### config.mk
export PLATFORM = sky130hd
export DESIGN_NAME = hex_scroll_display
export DESIGN_NICKNAME = d
export VERILOG_FILES = /design/src/rtl/hex_scroll_display.sv
export SDC_FILE = /design/constraint.sdc
export NUM_CORES = 1
export LEC_CHECK = 0
export BUFFER_PORTS_ARGS = -buffer_cell sky130_fd_sc_hd__buf_2
export CAP_MARGIN = 25
export CORE_ASPECT_RATIO = 0.75
export CORE_MARGIN = 5
export CORE_UTILIZATION = 25
export DETAILED_ROUTE_END_ITERATION = 16
export SYNTH_ARGS = -nofsm -noshare
export SYNTH_HDL_FRONTEND = slang
export SYNTH_SLANG_ARGS = --single-unit
### constraint.sdc
create_clock -name clk -period 4.7 [get_ports clk]
set_clock_uncertainty 0.15 [all_clocks]
set_input_delay 0.235 -clock clk [delete_from_list [all_inputs] [get_ports clk]]
set_output_delay 0.235 -clock clk [all_outputs]
set_load 0.05 [all_outputs]
### src/rtl/hex_scroll_display.sv
// Multi-digit seven-segment driver: registered word/mode capture and a tick counter.
// Display modes: static, blink, scroll and leading-zero blanking; active-low segment outputs.
module hex_scroll_display #(
  parameter int DATA_W   = 32,
  parameter int DIGITS   = 6,
  parameter int TICK_DIV = 25_000_000
) (
  input  logic                  clk,
  input  logic                  reset,
  input  logic                  load,
  input  logic [DATA_W-1:0]     data_in,
  input  logic [1:0]            mode,
  output logic [7*DIGITS-1:0]   hex_out,
  output logic                  wrap
);

  localparam int NIB    = DATA_W / 4;
  localparam int MAXOFF = (NIB > DIGITS) ? (NIB - DIGITS) : 0;
  localparam int CNT_W  = $clog2(TICK_DIV);
  localparam int OFF_W  = (MAXOFF > 0) ? $clog2(MAXOFF + 1) : 1;

  localparam logic [1:0] MODE_STATIC = 2'b00;
  localparam logic [1:0] MODE_BLINK  = 2'b01;
  localparam logic [1:0] MODE_SCROLL = 2'b10;
  localparam logic [1:0] MODE_LZB    = 2'b11;

  logic [DATA_W-1:0]   word;
  logic [1:0]          mode_r;
  logic [CNT_W-1:0]    cnt;
  logic [OFF_W-1:0]    off;
  logic                ph;
  logic                tick;
  logic [7*DIGITS-1:0] next_hex;
  int                  n;
  logic [3:0]          nib;
  logic                blank;

  function automatic logic [6:0] seg7(input logic [3:0] v);
    case (v)
      4'h0:    seg7 = 7'h40;
      4'h1:    seg7 = 7'h79;
      4'h2:    seg7 = 7'h24;
      4'h3:    seg7 = 7'h30;
      4'h4:    seg7 = 7'h19;
      4'h5:    seg7 = 7'h12;
      4'h6:    seg7 = 7'h02;
      4'h7:    seg7 = 7'h78;
      4'h8:    seg7 = 7'h00;
      4'h9:    seg7 = 7'h10;
      4'hA:    seg7 = 7'h08;
      4'hB:    seg7 = 7'h03;
      4'hC:    seg7 = 7'h46;
      4'hD:    seg7 = 7'h21;
      4'hE:    seg7 = 7'h06;
      4'hF:    seg7 = 7'h0E;
      default: seg7 = 7'h7F;
    endcase
  endfunction

  assign tick = (cnt == CNT_W'(TICK_DIV - 1));

  // Per-digit glyph selection from the state held before the edge
  always_comb begin
    next_hex = '1;
    n        = 0;
    nib      = 4'h0;
    blank    = 1'b0;
    for (int d = 0; d < DIGITS; d++) begin
      if (mode_r == MODE_SCROLL) begin
        n = int'(off) + d;
      end else begin
        n = d;
      end
      nib   = 4'(word >> (4 * n));
      blank = (n >= NIB);
      if ((mode_r == MODE_BLINK) && !ph) begin
        blank = 1'b1;
      end else if ((mode_r == MODE_LZB) && (d > 0) && ((word >> (4 * d)) == '0)) begin
        blank = 1'b1;
      end else begin
        blank = blank;
      end
      next_hex[7*d +: 7] = blank ? 7'h7F : seg7(nib);
    end
  end

  // Capture, tick counter, scroll/blink state and registered outputs
  always_ff @(posedge clk) begin
    if (reset) begin
      word    <= '0;
      mode_r  <= MODE_STATIC;
      cnt     <= '0;
      off     <= '0;
      ph      <= 1'b1;
      wrap    <= 1'b0;
      hex_out <= '1;
    end else begin
      hex_out <= next_hex;
      if (load) begin
        word   <= data_in;
        mode_r <= mode;
        cnt    <= '0;
        off    <= '0;
        ph     <= 1'b1;
        wrap   <= 1'b0;
      end else begin
        cnt  <= tick ? '0 : cnt + CNT_W'(1);
        wrap <= 1'b0;
        if (tick) begin
          case (mode_r)
            MODE_BLINK: ph <= ~ph;
            MODE_SCROLL: begin
              // With no hidden nibbles MAXOFF is 0, so every tick is a wrap
              if (off == OFF_W'(MAXOFF)) begin
                off  <= '0;
                wrap <= 1'b1;
              end else begin
                off <= off + OFF_W'(1);
              end
            end
            default: ph <= ph;
          endcase
        end
      end
    end
  end

endmodule

==> flow_metrics.env <==
export IMPL_start_util_pct=25.50
export IMPL_wl_met1_mm=8.751
export IMPL_multiInputGateArea_um2=3754
export IMPL_first_iter_violations=400
export IMPL_drt_pass1_iterations=5
export IMPL_avgRoutedWirePerCell_um=15.76
export IMPL_slew_viol_final=0
export IMPL_clkSlewWorstSetupHoldPaths_ps=70
export IMPL_io_pins=80
export IMPL_die_x_um=190.8
export IMPL_holdPathStages=3
export IMPL_layout_drive_gt1_share_pct=17.29
export IMPL_nNetsFinal=847
export IMPL_postLayoutCellArea_um2=7405
export IMPL_grt_max_degree=40
export IMPL_utilization_pct=30.81
export IMPL_cts_buffer_depth=2
export IMPL_ys_types=66
export IMPL_grtUsageTotal_pct=12.52
export IMPL_coreArea_um2=24030
export IMPL_crit_fanout=20
export IMPL_fill_cells=2532
export IMPL_antenna_left=0
export IMPL_root_buffer="clkbuf_16"
export IMPL_gr_total_overflow=0
export IMPL_setup_tns_ps=0
export IMPL_crit_path_start_kind="flop"
export IMPL_wl_met3_mm=1.352
export IMPL_routed_wl_mm=17.43
export IMPL_htree_levels=3
export IMPL_power_density_nw_per_um2=293.7
export IMPL_r2r_worst_path_cells=12
export IMPL_post_route_period_util_pct=78.30
export IMPL_ys_seq_elements=105
export IMPL_layout_cells_most_common_list="dfxtp_1 (105), nor2_1 (90), buf_2 (79), mux2i_1 (68), nand2_1 (50)"
export IMPL_synthCells=680
export IMPL_vdd_ir_drop_max_mv=0.1779
export IMPL_cts_made_buffers=9
export IMPL_slew_headroom_pct=29.77
export IMPL_place_area_um2=6800
export IMPL_cts_sinks=105
export IMPL_rr_startpoint="off[1]$_SDFFE_PP0P_"
export IMPL_mostFrequentLayoutCell="dfxtp_1"
export IMPL_grt_pass1_vias=4992
export IMPL_ff2ff_setup_slack_ps=1020
export IMPL_clock_fmax_mhz=271.7
export IMPL_min_period_ps=3680
export IMPL_leakage_nw=2.946
export IMPL_hpwl_mm=13.05
export IMPL_port_buffers=79
export IMPL_vias_per_cell=4.790
export IMPL_async_reset_ff_share_pct=0
export IMPL_via_count=5298
export IMPL_cp_data_arrival_time_ps=3780
export IMPL_post_cts_buffers=0
export IMPL_synth_main_ff_cell="dfxtp_1"
export IMPL_clock_latency_ps=360
export IMPL_area_growth_pct=20.80
export IMPL_top_layer="met4"
export IMPL_ys_warn_count=0
export IMPL_remaining_drc_errors=0
export IMPL_rsz0062_at_grt="no"
export IMPL_gp_congestion=0.8958
export IMPL_grt_pass1_wl_mm=27.83
export IMPL_die_area_um2=27780
export IMPL_syn_avg_cell_area_um2=9.014
export IMPL_status="complete, no violations"
export IMPL_timing_rr_end="hex_out[7]$_SDFF_PP1_"
export IMPL_ff_latch_area_um2=2102
export IMPL_syn_num_nets=757
export IMPL_max_cap_viol_count=0
export IMPL_hold_path_end="word[18]$_SDFFE_PP0P_"
export IMPL_met2_length_mm=7.138
export IMPL_antenna_found_initial=0
export IMPL_die_h_um=145.6
export IMPL_required_ps=4800
export IMPL_hold_viol=0
export IMPL_antenna_cells=0
export IMPL_synth_edf_count=0
export IMPL_crit_type="reg -> reg"
export IMPL_hold_start="data_in[18]"
export IMPL_holdCritPathClass="in -> reg"
export IMPL_worst_pin_slew_ps=1024
export IMPL_synth_seq_area_share_pct=34.29
export IMPL_cts_tree="yes"
export IMPL_rows=49
export IMPL_cp_end_kind="flop"
export IMPL_synth_cell_area_um2=6130
export IMPL_setup_viol_count_final=0
-- worst max-delay path, cell delays in order, from the launching register on --
cell and delay (ps):
dfxtp_1 570, inv_1 140, ha_1 300, buf_4 240, nand3b_2 330, mux2_2 340
o21ai_2 60, o22ai_1 440, inv_1 170, ha_1 310, nand2_1 80, a21boi_0 80
or3_1 340
-- layer usage --
layer / track usage (%) / up-vias
met2: 17.98 / 188
li1: - / 2615
met1: 18.82 / 2480
met3: 3.070 / 15
met4: 2.800 / 0
met5: 0 / -
-- kinds of logic (layout without fill, tap and decap cells) --
group,after synthesis,in the layout,synth area share (%)
AOI/OAI and AO/OA,116,116,13.41
DFF,105,105,34.29
muxes,91,91,16.98
buffers and inverters,62,157,4.470
and+or+nand+nor,244,244,19.53
adders and majority gates,40,40,8.165
xor gates and xnor gates,22,22,3.144
-- stage by stage --
stage               cells  total power (W)  hold WS [ps]  setup slack [ps]
finish               1106         0.002175         9.218              1020
global route         1106         0.002283         10.18             794.3
CTS                  1106         0.002203        0.6103              1085
detailed placement   1060         0.001397         327.7              1103
global placement     1060         0.001395         308.4              1211
floorplan             680         0.001283         207.7              1531
-- timing repair --
| item | CTS | global route |
|---|---|---|
| resized for setup | 0 | 0 |
| hold endpoints to repair | 30 | 0 |
| setup endpoints to repair | 0 | 0 |
| hold buffers | 30 | 0 |
-- how the worst max path moves through the flow --
| stage | start | cells after the start | slack (ps) | end |
|---|---|---|---|---|
| 2_1_floorplan | off[1]$_SDFFE_PP0P_ | 13 | 1530 | hex_out[26]$_SDFF_PP1_ |
| 3_3_place_gp | off[1]$_SDFFE_PP0P_ | 12 | 1210 | hex_out[7]$_SDFF_PP1_ |
| 3_5_place_dp | off[1]$_SDFFE_PP0P_ | 12 | 1100 | hex_out[7]$_SDFF_PP1_ |
| 4_1_cts | off[1]$_SDFFE_PP0P_ | 12 | 1080 | hex_out[7]$_SDFF_PP1_ |
| 5_1_grt | off[1]$_SDFFE_PP0P_ | 12 | 790 | hex_out[10]$_SDFF_PP1_ |
| 6_report | off[1]$_SDFFE_PP0P_ | 12 | 1020 | hex_out[7]$_SDFF_PP1_ |
-- final cells by class --
type	count	share of cell area (%)
clock buffer	9	3.042
clock inverter	7	1.065
inverter	28	1.419
multi-input combinational	513	50.69
sequential	105	28.39
tap	331	5.593
timing repair buffer	113	9.801
-- cells in the mapped netlist (4+ instances only) --
library cell / instances / share of area [%]
o21ai_0: 19 / 1.6
a21oi_1: 21 / 1.7
nand2b_1: 9 / 0.92
xnor2_1: 8 / 1.1
and2_1: 5 / 0.51
xor2_1: 14 / 2.0
mux2i_1: 68 / 11
or2_2: 4 / 0.41
a211oi_1: 9 / 1.1
nand3b_1: 4 / 0.49
nor3_1: 8 / 0.65
nor4_1: 7 / 0.71
inv_1: 28 / 1.7
dfxtp_1: 105 / 34
or3_1: 6 / 0.61
mux4_2: 8 / 2.9
o21a_1: 4 / 0.49
buf_2: 15 / 1.2
buf_4: 4 / 0.49
o211ai_1: 9 / 1.1
nor2b_1: 4 / 0.41
mux2_2: 14 / 2.6
o22ai_1: 8 / 0.82
and3_1: 10 / 1.0
nand4_1: 6 / 0.61
a21o_1: 4 / 0.49
nand3_1: 22 / 1.8
clkbuf_1: 11 / 0.67
nor2_1: 90 / 5.5
nand2_1: 50 / 3.1
ha_1: 40 / 8.2
o221ai_1: 18 / 2.6
-- power breakdown --
part           switching [W]  internal [W]
Combinational       0.000267      0.000142
Clock               0.000360      0.000418
Sequential         0.0000474      0.000939
-- flip-flops by register name, indices dropped and copies added, names as in the netlist --
| register | count |
|---|---|
| wrap | 1 |
| word | 32 |
| off | 2 |
| mode_r | 2 |
| hex_out | 42 |
| ph | 1 |
| cnt | 25 |
Power figures use the tool's default switching activity.
